## src/rtl/raster_pkg.sv

```systemverilog
// Shared types for the line rasterizer: FSM states, coordinate and error widths.
// Latency: n/a (types and constants only).
// Backpressure: n/a.
package raster_pkg;

   localparam int H_RES_DEF = 640;
   localparam int V_RES_DEF = 480;

   // Unsigned on-screen coordinate.
   typedef logic [9:0] coord_t;

   // Signed Bresenham working width: holds +/-1023 deltas and their sum.
   typedef logic signed [11:0] err_t;

   typedef enum logic [2:0] {
      CLEAR,
      IDLE,
      SETUP,
      DRAW,
      DONE
   } state_t;

endpackage

```

## src/rtl/line_stepper.sv

```systemverilog
// Bresenham datapath: holds position, error and step directions for one segment.
// Latency: load/step take effect on the next clock; nxt_x/nxt_y show that value now.
// Backpressure: none; the caller decides when to load or step.
//
// Ports:
//   clk, reset           clock, synchronous active-high reset
//   load                 capture a new segment (x0,y0)->(x1,y1); position becomes (x0,y0)
//   step                 advance one Bresenham step (ignored while load is high)
//   x0, y0, x1, y1       segment endpoints
//   nxt_x, nxt_y         position that will be registered at the next edge
//   at_end               current registered position equals the segment end point
module line_stepper
   import raster_pkg::*;
(
   input  logic       clk,
   input  logic       reset,
   input  logic       load,
   input  logic       step,
   input  logic [9:0] x0,
   input  logic [9:0] y0,
   input  logic [9:0] x1,
   input  logic [9:0] y1,
   output logic [9:0] nxt_x,
   output logic [9:0] nxt_y,
   output logic       at_end
);

   err_t x_q, x_d, y_q, y_d;
   err_t xe_q, xe_d, ye_q, ye_d;
   err_t dx_q, dx_d, dy_q, dy_d;
   err_t err_q, err_d;
   logic sxn_q, sxn_d, syn_q, syn_d;

   logic signed [12:0] e2, dx_e, dy_e;
   logic               step_x, step_y;
   err_t               adx, ady;

   always_comb begin
      x_d   = x_q;
      y_d   = y_q;
      xe_d  = xe_q;
      ye_d  = ye_q;
      dx_d  = dx_q;
      dy_d  = dy_q;
      err_d = err_q;
      sxn_d = sxn_q;
      syn_d = syn_q;

      // 13-bit compare so that 2*err cannot wrap.
      e2     = {err_q, 1'b0};
      dx_e   = {dx_q[11], dx_q};
      dy_e   = {dy_q[11], dy_q};
      step_x = (e2 >= dy_e);
      step_y = (e2 <= dx_e);

      adx = (x1 >= x0) ? ({2'b00, x1} - {2'b00, x0}) : ({2'b00, x0} - {2'b00, x1});
      ady = (y1 >= y0) ? ({2'b00, y1} - {2'b00, y0}) : ({2'b00, y0} - {2'b00, y1});

      if (load) begin
         x_d   = {2'b00, x0};
         y_d   = {2'b00, y0};
         xe_d  = {2'b00, x1};
         ye_d  = {2'b00, y1};
         dx_d  = adx;
         dy_d  = -ady;
         err_d = adx - ady;
         sxn_d = (x1 < x0);
         syn_d = (y1 < y0);
      end else if (step) begin
         // Both axis updates may land in the same cycle (diagonal step).
         if (step_x) begin
            err_d = err_d + dy_q;
            x_d   = sxn_q ? (x_q - 12'sd1) : (x_q + 12'sd1);
         end
         if (step_y) begin
            err_d = err_d + dx_q;
            y_d   = syn_q ? (y_q - 12'sd1) : (y_q + 12'sd1);
         end
      end
   end

   assign nxt_x  = x_d[9:0];
   assign nxt_y  = y_d[9:0];
   assign at_end = (x_q == xe_q) && (y_q == ye_q);

   always_ff @(posedge clk) begin
      if (reset) begin
         x_q   <= '0;
         y_q   <= '0;
         xe_q  <= '0;
         ye_q  <= '0;
         dx_q  <= '0;
         dy_q  <= '0;
         err_q <= '0;
         sxn_q <= 1'b0;
         syn_q <= 1'b0;
      end else begin
         x_q   <= x_d;
         y_q   <= y_d;
         xe_q  <= xe_d;
         ye_q  <= ye_d;
         dx_q  <= dx_d;
         dy_q  <= dy_d;
         err_q <= err_d;
         sxn_q <= sxn_d;
         syn_q <= syn_d;
      end
   end

endmodule

```

## src/rtl/line_rasterizer.sv

```systemverilog
// Clears the frame buffer write side, then draws 1-bit Bresenham lines one pixel per clock.
// Latency: first pixel of a segment is registered 2 edges after the handshake; clear is H_RES*V_RES clocks.
// Backpressure: line_ready only in IDLE; outputs hold whenever no new pixel is emitted.
//
// Ports:
//   Clk, Reset              clock, synchronous active-high reset
//   frame_clk_rising_edge   frame boundary pulse; leaves DONE and restarts the clear
//   line_valid/line_ready   segment handshake on x0,y0,x1,y1
//   frame_end               no more segments this frame (remembered if it arrives while busy)
//   DrawX, DrawY, draw_data registered pixel write (data 0 while clearing, 1 on lines)
//   frame_done              write buffer holds a complete frame
// Build option: define RASTER_CLIP_EN to suppress pixels outside H_RES x V_RES.
module line_rasterizer
   import raster_pkg::*;
#(
   parameter int H_RES = H_RES_DEF,
   parameter int V_RES = V_RES_DEF
)(
   input  logic       Clk,
   input  logic       Reset,
   input  logic       frame_clk_rising_edge,
   input  logic       line_valid,
   output logic       line_ready,
   input  logic [9:0] x0,
   input  logic [9:0] y0,
   input  logic [9:0] x1,
   input  logic [9:0] y1,
   input  logic       frame_end,
   output logic [9:0] DrawX,
   output logic [9:0] DrawY,
   output logic       draw_data,
   output logic       frame_done
);

   localparam coord_t H_MAX = coord_t'(H_RES - 1);
   localparam coord_t V_MAX = coord_t'(V_RES - 1);

   state_t state_q, state_d;
   coord_t scan_x_q, scan_x_d, scan_y_q, scan_y_d;
   coord_t lx0_q, lx0_d, ly0_q, ly0_d, lx1_q, lx1_d, ly1_q, ly1_d;
   logic   pend_q, pend_d;
   coord_t draw_x_q, draw_x_d, draw_y_q, draw_y_d;
   logic   draw_data_q, draw_data_d;
   logic   frame_done_q, frame_done_d;
   logic   line_ready_q, line_ready_d;

   logic   stp_load, stp_step, stp_end;
   coord_t stp_x, stp_y;
   logic   on_screen;
   logic   end_req;

   line_stepper u_stepper (
      .clk    (Clk),
      .reset  (Reset),
      .load   (stp_load),
      .step   (stp_step),
      .x0     (lx0_q),
      .y0     (ly0_q),
      .x1     (lx1_q),
      .y1     (ly1_q),
      .nxt_x  (stp_x),
      .nxt_y  (stp_y),
      .at_end (stp_end)
   );

`ifdef RASTER_CLIP_EN
   // Off-screen pixels are stepped through but not written.
   assign on_screen = (stp_x <= H_MAX) && (stp_y <= V_MAX);
`else
   assign on_screen = 1'b1;
`endif

   always_comb begin
      state_d      = state_q;
      scan_x_d     = scan_x_q;
      scan_y_d     = scan_y_q;
      lx0_d        = lx0_q;
      ly0_d        = ly0_q;
      lx1_d        = lx1_q;
      ly1_d        = ly1_q;
      pend_d       = pend_q;
      draw_x_d     = draw_x_q;
      draw_y_d     = draw_y_q;
      draw_data_d  = draw_data_q;
      stp_load     = 1'b0;
      stp_step     = 1'b0;
      end_req      = 1'b0;

      case (state_q)
         CLEAR: begin
            draw_x_d    = scan_x_q;
            draw_y_d    = scan_y_q;
            draw_data_d = 1'b0;
            if (frame_end) pend_d = 1'b1;
            if (scan_x_q == H_MAX) begin
               scan_x_d = '0;
               if (scan_y_q == V_MAX) begin
                  scan_y_d = '0;
                  state_d  = IDLE;
               end else begin
                  scan_y_d = scan_y_q + 10'd1;
               end
            end else begin
               scan_x_d = scan_x_q + 10'd1;
            end
         end

         IDLE: begin
            // A frame_end remembered from a busy period acts like one arriving now.
            end_req = frame_end | pend_q;
            if (line_valid && line_ready_q) begin
               lx0_d   = x0;
               ly0_d   = y0;
               lx1_d   = x1;
               ly1_d   = y1;
               pend_d  = end_req;
               state_d = SETUP;
            end else if (end_req) begin
               pend_d  = 1'b0;
               state_d = DONE;
            end
         end

         SETUP: begin
            // The stepper is loaded here and its start point goes straight to the outputs.
            stp_load = 1'b1;
            if (frame_end) pend_d = 1'b1;
            if (on_screen) begin
               draw_x_d    = stp_x;
               draw_y_d    = stp_y;
               draw_data_d = 1'b1;
            end
            state_d = DRAW;
         end

         DRAW: begin
            // The current point was already emitted; at the end point nothing new is written.
            if (stp_end) begin
               state_d = (pend_q || frame_end) ? DONE : IDLE;
               pend_d  = 1'b0;
            end else begin
               stp_step = 1'b1;
               if (frame_end) pend_d = 1'b1;
               if (on_screen) begin
                  draw_x_d    = stp_x;
                  draw_y_d    = stp_y;
                  draw_data_d = 1'b1;
               end
            end
         end

         DONE: begin
            if (frame_clk_rising_edge) begin
               scan_x_d = '0;
               scan_y_d = '0;
               state_d  = CLEAR;
            end
         end

         default: begin
            state_d = CLEAR;
         end
      endcase

      line_ready_d = (state_d == IDLE);
      frame_done_d = (state_d == DONE);
   end

   always_ff @(posedge Clk) begin
      if (Reset) begin
         state_q      <= CLEAR;
         scan_x_q     <= '0;
         scan_y_q     <= '0;
         lx0_q        <= '0;
         ly0_q        <= '0;
         lx1_q        <= '0;
         ly1_q        <= '0;
         pend_q       <= 1'b0;
         draw_x_q     <= '0;
         draw_y_q     <= '0;
         draw_data_q  <= 1'b0;
         frame_done_q <= 1'b0;
         line_ready_q <= 1'b0;
      end else begin
         state_q      <= state_d;
         scan_x_q     <= scan_x_d;
         scan_y_q     <= scan_y_d;
         lx0_q        <= lx0_d;
         ly0_q        <= ly0_d;
         lx1_q        <= lx1_d;
         ly1_q        <= ly1_d;
         pend_q       <= pend_d;
         draw_x_q     <= draw_x_d;
         draw_y_q     <= draw_y_d;
         draw_data_q  <= draw_data_d;
         frame_done_q <= frame_done_d;
         line_ready_q <= line_ready_d;
      end
   end

   assign DrawX      = draw_x_q;
   assign DrawY      = draw_y_q;
   assign draw_data  = draw_data_q;
   assign frame_done = frame_done_q;
   assign line_ready = line_ready_q;

endmodule

```

## config.mk

```make
export PLATFORM = sky130hd
export DESIGN_NAME = line_rasterizer
export DESIGN_NICKNAME = d
export VERILOG_FILES = /design/src/rtl/raster_pkg.sv /design/src/rtl/line_stepper.sv /design/src/rtl/line_rasterizer.sv
export SDC_FILE = /design/constraint.sdc
export NUM_CORES = 1
export LEC_CHECK = 0
export CAP_MARGIN = 20
export CELL_PAD_IN_SITES_DETAIL_PLACEMENT = 0
export CELL_PAD_IN_SITES_GLOBAL_PLACEMENT = 1
export CORE_MARGIN = 1.5
export CORE_UTILIZATION = 25
export DETAILED_ROUTE_END_ITERATION = 8
export MAX_ROUTING_LAYER = met4
export PLACE_DENSITY = 0.58
export SLEW_MARGIN = 10
export SYNTH_ARGS = -nofsm -noshare
export SYNTH_HDL_FRONTEND = slang
export SYNTH_SLANG_ARGS = --single-unit
```

## constraint.sdc

```tcl
create_clock -name Clk -period 6.4 [get_ports Clk]
set_input_delay 0.96 -clock Clk [delete_from_list [all_inputs] [get_ports Clk]]
set_output_delay 0.96 -clock Clk [all_outputs]
set_load 0.05 [all_outputs]
```

==> results.yml, run 1 <==
logic_synthesis:
  synth_nets: 1718
  synthCells: 1543
  ys_warn_count: 0
  synthXorXnorAreaFrac_pct: 7.149
  synthSimpleGateAreaFrac_pct: 19.72
  synth-main-ff-cell: "dfxtp_1"
  synth_compound_area_share_pct: 22.06
  synth_cell_type_count: 78
  yosysSeqAreaShare_pct: 27.77
  syn_avg_cell_area_um2: 7.849
  netlist_area_mm2: 0.01211
  synthMuxAreaShare_pct: 3.905
  synth_top_family_by_area: "compound AO/OA/AOI/OAI gates"
  synthAdderAreaFrac_pct: 13.99
  ys_seq_elements: 168
  synth_edf_count: 0
  ys_async_sr_fraction_pct: 0
routing:
  drt_iter0_drc: 657
  vias: 10900
  routed_wl_um: 40090
  drc_errors: 0
  drtAntennaViolNets: 0
  firstDrtPassIters: 5
  routedWlPerCell_um: 18.16
  viasPerCell: 4.940
setup_path:
  cp.required_ns: 6.77
  path_buf_inv: 2
  cp.arrival_ns: 5.40
  crit_chain: "inv_1 -> ha_1 -> nor2b_1 -> o31a_1 -> o31ai_1 -> nand2_1 -> mux2i_1 -> inv_1 -> ha_1 -> nor2b_1 -> o21a_1 -> o21ai_0 -> a21oi_1 -> o211ai_1 -> a21boi_0 -> o21ai_0 -> a31o_2 -> o221a_2"
  critPathMaxFanout: 14
  slowest_stage: "o31ai_1"
  critPathMaxStageDelay_ns: 0.57
  critPathTopFamily: "compound AO/OA/AOI/OAI gates"
  criticalPathCategory: "flip-flop to flip-flop"
  end_kind: "flip-flop"
  start_kind: "flip-flop"
final_layout:
  fin_nets: 1753
  layout_commonest_cell: "nand2_1"
  area_growth_pct: 15.72
  final_layout_size_suffix_gt1_share_pct: 5.531
  final_cell_mix: "nand2_1, dfxtp_1, a21oi_1"
  nFillCells: 5102
pwr:
  powerDensity_mw_per_mm2: 160.5
  p_leak_nw: 5.542
  ir_drop_uv: 205.3
timing:
  setup_viol: 0
  post-route-min-period_ns: 5.033
  fin_crit_sh_pct: 78.63
  clock_skew_ns: 0.01849
  clock.fmax_mhz: 198.7
  rsz0062_at_grt: "no"
  worstMarginPinSlew_ns: 0.9674
  relSlewSlack_pct: 34.69
  finalHoldViolations: 0
  maxSlewViolCount: 0
  timing.setup.tns_ns: 0
  fin_hold_ws_ns: 0.4738
die:
  start_util_pct: 25.36
  die_height_um: 223.1
  die_x_um: 223.1
  fp-row-count: 80
  ios: 68
  die_area_mm2: 0.04977
  core_area_mm2: 0.04775
clocking:
  cts.repair.resized: 0
  root_buffer: "clkbuf_16"
  cts_buffers: 17
  clk_pin_slew_ns: 0.08
  clockBufferDepth: 2
  post-cts-setup-buffers: 0
  clk_latency_ns: 0.47
  hold_buffers: 0
  tritoncts: "yes"
  htree_levels: 4
  numClockSinks: 168
global_routing:
  grt_pass1_wl_um: 62980
  grt_overflow: 0
  grt_usage_pct: 16.95
  antenna_found_initial: 0
  grt_pass1_vias: 10720
  grt_max_degree: 84
job:
  drv_cap: 0
place:
  io_buffer_count: 67
  dpl.hpwl_um: 30850
  gp_congestion: 0.9202
outcome:
  status: "completed"
worst_hold_path:
  hold_path.class: "flip-flop to flip-flop"
[final cells by class]
class                           instances  area (um^2)  share of cell area (%)
Clock buffer                           17        425.4                   3.035
Sequential cell                       168         3363                   24.00
Tap cell                              615        769.5                   5.491
Multi-Input combinational cell       1210         8105                   57.83
Inverter                               97        364.1                   2.598
Clock inverter                         15        188.9                   1.348
Timing Repair Buffer                   84        795.8                   5.678
Antenna cell                            1        2.502                 0.01786
[path summary, 6_finish.rpt]
kind | cells past startpoint | to | startpoint | slack (ns)
setup reg to reg | 18 | u_stepper.err_q[11] | lx0_q[1] | 1.37
hold reg to reg | 2 | u_stepper.xe_q[6] | u_stepper.xe_q[6] | 0.47
setup / recovery | 18 | u_stepper.err_q[11] | lx0_q[1] | 1.37
hold / removal | 2 | u_stepper.xe_q[6] | u_stepper.xe_q[6] | 0.47
[Yosys cell counts (all sizes together) (22+ instances only)]
cell    instances  area, um^2
a211oi         55       417.9
a21o           22       165.2
a21oi         147       739.5
clkbuf         54       203.9
dfxtp         168        3363
ha            121        1514
inv            97       364.1
mux2i          28       292.8
nand2         218       818.3
nand3          22       110.1
nor2          136       510.5
nor3           42       210.2
o21ai          73       365.4
xnor2          54       480.5
xor2           41       385.4
[worst register-to-register path: stages, from the launching register on]
cell and delay (ns):
dfxtp_1 0.45, inv_1 0.12, ha_1 0.33, nor2b_1 0.15, o31a_1 0.28, o31ai_1 0.57, nand2_1 0.49, mux2i_1 0.56
inv_1 0.11, ha_1 0.29, nor2b_1 0.12, o21a_1 0.14, o21ai_0 0.11, a21oi_1 0.25, o211ai_1 0.15, a21boi_0 0.25
o21ai_0 0.11, a31o_2 0.24, o221a_2 0.23
[flip-flops by register name (all words and copies together) (netlist names)]
register         count
u_stepper.dy_q      12
u_stepper.err_q     12
u_stepper.x_q       12
u_stepper.y_q       12
u_stepper.dx_q      11
DrawX               10
DrawY               10
lx0_q               10
lx1_q               10
ly0_q               10
ly1_q               10
scan_x_q            10
scan_y_q            10
u_stepper.xe_q      10
u_stepper.ye_q      10
state_q              3
draw_data            1
frame_done           1
line_ready           1
pend_q               1
u_stepper.sxn_q      1
u_stepper.syn_q      1
[cell families (layout without fill, tap and decap cells)]
family / count (synthesis) / in the layout
AOI/OAI and AO/OA: 414 / 414
xor gates and xnor gates: 95 / 95
adders and majority gates: 130 / 130
buffers and inverters: 165 / 213
DFF: 168 / 168
muxes: 44 / 44
other: 0 / 1
and+or+nand+nor: 527 / 527
[where the power goes]
part / switching [W] / internal (W) / leakage (nW) / total [W]
clock: 0.000512 / 0.000623 / 0.301 / 0.00114
sequential: 0.00000277 / 0.00105 / 1.35 / 0.00105
combinational: 0.0000334 / 0.0000299 / 3.89 / 0.0000633
total: 0.000548 / 0.00170 / 5.54 / 0.00225
[layer usage]
layer	vias to the layer above	share of wire (%)	routed length (um)	global-route usage, %
met2	162	47	18790	27.87
met1	5197	49	19640	21.67
met5	-	0	0	-
met4	0	2.0	798	5.442
met3	40	2.1	856	1.936
li1	5504	-	-	-
[through the flow]
stage	total power, W	cell area (um^2)	util [%]	setup slack (ns)	cells
3_5_place_dp	0.001139	13400	28.06	1.435	2174
6_report	0.002249	14010	29.35	1.367	2207
5_1_grt	0.002323	14010	29.35	0.9587	2206
2_1_floorplan	0.001098	12110	-	2.108	1543
4_1_cts	0.002285	14010	29.35	1.426	2206
3_3_place_gp	0.001139	13400	28.06	1.596	2174
No activity file was read; power rests on OpenSTA's default activity.
==> inputs of run 2 (changes only) <==
clock period = 4.8 ns   (was 6.4 ns; I/O delays follow)
==> results.yml, run 2 (synthesized netlist as in run 1, its figures left out) <==
outcome:
  status: "completed"
place:
  gp_congestion: 0.9214
  pre_cts_slack_ns: 0.2201
  dpl.hpwl_um: 32060
  io_buffer_count: 67
  dpl_cell_area_mm2: 0.01359
routing:
  viasPerCell: 4.914
  drtAntennaViolNets: 0
  firstDrtPassIters: 5
  vias: 10950
  routed_wl_um: 40960
  drt_iter0_drc: 593
  routedWlPerCell_um: 18.38
  drc_errors: 0
final_layout:
  design_area_mm2: 0.01420
  layout_commonest_cell: "nand2_1"
  fin_nets: 1778
  area_growth_pct: 17.30
  final_cell_mix: "nand2_1, dfxtp_1, a21oi_1"
  diodes: 0
  final_layout_size_suffix_gt1_share_pct: 7.435
global_routing:
  grt.busiest_layer: "met2"
  grt.met3_usage_pct: 2.028
  use_met2_pct: 26.78
  grt_max_degree: 62
  grt_overflow: 0
  antenna_found_initial: 0
  grt_pass1_vias: 10710
  grt_usage_pct: 16.99
  grt_pass1_wl_um: 62650
  use_met1_pct: 22.20
worst_hold_path:
  hold_path_end: "u_stepper.xe_q[8]"
  hold_path.class: "flip-flop to flip-flop"
  min_from: "u_stepper.xe_q[8]"
  holdPathStages: 2
timing:
  post-route-min-period_ns: 4.491
  fin_hold_ws_ns: 0.4723
  relSlewSlack_pct: 37.25
  fin_crit_sh_pct: 93.56
  worstMarginPinSlew_ns: 0.9294
  finalWorstSetupSlack_ns: 0.3091
  timing.setup.tns_ns: 0
  rsz0062_at_grt: "no"
  setup_viol: 0
  clock_skew_ns: 0.01465
  finalHoldViolations: 0
  maxSlewViolCount: 0
  clock.fmax_mhz: 222.7
setup_path:
  rr_endpoint: "u_stepper.err_q[10]"
  criticalPathCategory: "flip-flop to flip-flop"
  slowest_stage: "o41a_1"
  r2r_slack_ns: 0.31
  critPathMaxFanout: 6
  end_kind: "flip-flop"
  reg2reg_depth: 17
  start_kind: "flip-flop"
  cp.required_ns: 5.18
  critPathMaxStageDelay_ns: 0.45
  crit_chain: "inv_1 -> ha_1 -> nand3_1 -> o41a_1 -> a21boi_2 -> a221o_1 -> a311o_1 -> a21oi_2 -> xnor2_2 -> ha_1 -> or3_1 -> o21ai_0 -> a21oi_1 -> a31oi_1 -> xnor2_1 -> o211ai_1 -> o21ai_0"
  cp.arrival_ns: 4.87
  reg2reg_from: "lx0_q[9]"
pwr:
  p_switching_w: 0.0006850
  total_power_w: 0.002852
  swShare_pct: 24.02
  ir_drop_uv: 237.4
  pwr-share-seq_pct: 49.1
  powerDensity_mw_per_mm2: 200.8
  cell_internal_pwr_w: 0.002167
  comb_power_share_pct: 2.9
  pwr-share-clk_pct: 47.9
  p_leak_nw: 5.658
clocking:
  post-cts-setup-buffers: 0
  clk_pin_slew_ns: 0.07
  clockBufferDepth: 2
  tritoncts: "yes"
  root_buffer: "clkbuf_16"
  clk_latency_ns: 0.46
  cts_buffers: 17
  htree_levels: 4
  numClockSinks: 168
die:
  die_area_mm2: 0.04977
  ios: 68
  start_util_pct: 25.36
  fp-row-count: 80
  die_height_um: 223.1
  die_x_um: 223.1
  core_area_mm2: 0.04775
job:
  drv_cap: 0
-- run 2: changes by cell type in the layout (fill, tap and decap cells not counted), moves of 2 or more --
cell and delta:
buf_4 +23, bufinv_16 -2, clkinvlp_4 +2, mux2i_1 -2, mux2i_2 +2
-- run 2: timing repair --
item,CTS,global route
gates resized for setup,0,9
endpoints found under the setup margin,0,5
hold buffers,0,0
-- run 2: area by class of cell --
class	count	area, um^2
Fill cell	5146	33540
Inverter	97	364.1
Clock buffer	18	439.2
Multi-Input combinational cell	1210	8147
Clock inverter	12	118.9
Timing Repair Buffer	109	1003
Tap cell	615	769.5
Sequential cell	168	3363
-- run 2: worst max-delay path by stage --
stage                   startpoint                  end  slack, ns  cells after the start
6_report                  lx0_q[9]  u_stepper.err_q[10]       0.31                     17
5_1_grt                   lx0_q[9]  u_stepper.err_q[10]      0.002                     17
4_1_cts          u_stepper.dy_q[1]  u_stepper.err_q[10]       0.16                     20
3_5_place_dp     u_stepper.dy_q[1]  u_stepper.err_q[10]       0.22                     20
3_3_place_gp   u_stepper.err_q[11]  u_stepper.err_q[10]       0.31                     18
2_1_floorplan    u_stepper.dy_q[1]  u_stepper.err_q[10]       0.51                     19
-- run 2: power groups by stage --
stage,combinational (W),clock (W),sequential [W]
CTS,0.0000861,0.00141,0.00140
global placement,0.0000856,0,0.00143
floorplan,0.0000277,0,0.00144
finish,0.0000840,0.00137,0.00140
detailed placement,0.0000856,0,0.00143
global route,0.0000909,0.00146,0.00140
-- run 2: per-stage QoR --
step	instances	utilization, %
4_1_cts	2228	29.63
5_1_grt	2229	29.75
3_3_place_gp	2198	28.46
2_1_floorplan	1543	-
6_report	2229	29.75
3_5_place_dp	2198	28.46
-- run 2: layer usage --
metal / vias to the layer above / share of wire (%)
met2: 235 / 45
met4: 0 / 2.9
met3: 51 / 3.3
met1: 5111 / 49
met5: - / 0
li1: 5556 / -
-- run 2: worst max-delay path: cells and delay by family, from the launching register on --
| family | cells | cell delay (ns) |
|---|---|---|
| XOR/XNOR | 2 | 0.28 |
| flip-flops | 1 | 0.38 |
| adder cells (fa/ha/maj) | 2 | 0.79 |
| AO/OA/AOI/OAI | 10 | 2.35 |
| AND/OR/NAND/NOR | 2 | 0.58 |
| buffers and inverters | 1 | 0.06 |
==> inputs of run 3 (changes only) <==
CORE_MARGIN = 1   (was 1.5)
MAX_ROUTING_LAYER = not set   (was met4)
==> results.yml, run 3 (synthesized netlist as in run 1, its figures left out) <==
outcome:
  status: "completed"
timing:
  relSlewSlack_pct: 33.64
  maxSlewViolCount: 0
  fin_hold_ws_ns: 0.4666
  rsz0062_at_grt: "no"
  finalHoldViolations: 0
  timing.setup.tns_ns: 0
  clock_skew_ns: 0.01671
  setup_viol: 0
  worstMarginPinSlew_ns: 0.9954
  fin_crit_sh_pct: 94.25
  post-route-min-period_ns: 4.524
  clock.fmax_mhz: 221.0
setup_path:
  critPathLaunch: "u_stepper.dy_q[1]"
  end_kind: "flip-flop"
  criticalPathCategory: "flip-flop to flip-flop"
  start_kind: "flip-flop"
  cp.required_ns: 5.13
  reg2reg_from: "u_stepper.dy_q[1]"
  critPathMaxFanout: 3
  cp.arrival_ns: 4.85
final_layout:
  area_growth_pct: 17.91
  final_cell_mix: "nand2_1, dfxtp_1, a21oi_1"
  final_layout_size_suffix_gt1_share_pct: 7.478
  postLayoutCoreUtil_pct: 29.91
  design_area_mm2: 0.01428
  fin_nets: 1781
  layout_commonest_cell: "nand2_1"
  diodes: 0
routing:
  firstDrtPassIters: 5
  drc_errors: 0
  viasPerCell: 4.929
  routed_wl_um: 40680
  routedWlPerCell_um: 18.22
  drtAntennaViolNets: 0
  vias: 11010
  drt_iter0_drc: 552
pwr:
  total_power_w: 0.003031
  pwr-share-seq_pct: 46.2
  pwr-share-clk_pct: 51.0
  p_switching_w: 0.0007094
  ir_drop_uv: 262.0
  comb_power_share_pct: 2.8
  cell_internal_pwr_w: 0.002322
  powerDensity_mw_per_mm2: 212.3
  swShare_pct: 23.40
  p_leak_nw: 5.718
clocking:
  tritoncts: "yes"
  numClockSinks: 168
  clk_latency_ns: 0.47
  cts_buffers: 17
  htree_levels: 4
  post-cts-setup-buffers: 0
  clk_pin_slew_ns: 0.08
  clockBufferDepth: 2
  hold_buffers: 0
  root_buffer: "clkbuf_16"
place:
  io_buffer_count: 67
  gp_congestion: 0.8846
  dpl.hpwl_um: 31660
  dpl_cell_area_mm2: 0.01360
die:
  core_area_mm2: 0.04775
  die_area_mm2: 0.04933
  start_util_pct: 25.36
  fp-row-count: 80
  ios: 68
  die_height_um: 222.1
  die_x_um: 222.1
global_routing:
  grt_pass1_wl_um: 62740
  grt_overflow: 0
  antenna_found_initial: 0
  grt_usage_pct: 16.62
  grt_pass1_vias: 10680
  grt_max_degree: 85
worst_hold_path:
  min_from: "u_stepper.ye_q[9]"
  hold_path.class: "flip-flop to flip-flop"
job:
  drv_cap: 0
==> run 3: per-stage QoR <==
| stage | cells | setup WS, ns |
|---|---|---|
| finish | 2233 | 0.2760 |
| global route | 2233 | 0.01851 |
| CTS | 2232 | 0.1116 |
| floorplan | 1543 | 0.5078 |
| detailed placement | 2201 | 0.1428 |
| global placement | 2201 | 0.1925 |
==> run 3: repair_timing <==
item,in CTS,in global routing
hold endpoints to repair,0,0
resized for setup,0,7
setup endpoints to repair,0,5
==> run 3: final timing paths <==
path                              end  slack (ns)  cells past startpoint
setup / recovery  u_stepper.err_q[10]        0.28                     20
hold / removal      u_stepper.ye_q[9]        0.47                      2
setup reg to reg  u_stepper.err_q[10]        0.28                     20
hold reg to reg     u_stepper.ye_q[9]        0.47                      2
==> run 3: area by class of cell <==
cell class / count / area, um^2
Sequential cell: 168 / 3363
Tap cell: 615 / 769.5
Clock inverter: 14 / 210.2
Multi-Input combinational cell: 1210 / 8134
Fill cell: 5151 / 33470
Inverter: 97 / 364.1
Clock buffer: 17 / 425.4
Timing Repair Buffer: 112 / 1013
==> run 3: critical path: stages, from the launching register on <==
cell      delay (ns)
dfxtp_1         0.37
inv_1           0.09
ha_1            0.27
nor2b_1         0.12
o21a_1          0.11
o211ai_1        0.10
a211o_1         0.31
a31oi_1         0.28
mux2_2          0.40
ha_1            0.23
fa_1            0.41
a21o_1          0.18
a21oi_1         0.22
nor2b_1         0.08
o21a_1          0.22
o41ai_1         0.26
buf_4           0.18
nor3_1          0.04
a311o_1         0.33
o211ai_1        0.09
o21ai_0         0.10
==> run 3: power groups by stage <==
stage | logic [W] | registers (W) | clock network, W
after CTS | 0.0000863 | 0.00140 | 0.00159
after global routing | 0.0000911 | 0.00140 | 0.00164
final | 0.0000848 | 0.00140 | 0.00155
after global placement | 0.0000859 | 0.00143 | 0
after detailed placement | 0.0000859 | 0.00143 | 0
after floorplan | 0.0000277 | 0.00144 | 0
==> run 3: routing by layer <==
metal / up-vias / routed length (um) / GRT usage [%] / part of all wire [%]
met4: 0 / 775 / 5.197 / 1.9
met2: 179 / 19230 / 28.18 / 47
li1: 5570 / - / - / -
met3: 34 / 857 / 1.908 / 2.1
met1: 5224 / 19810 / 21.89 / 49
met5: - / 0 / 0 / 0
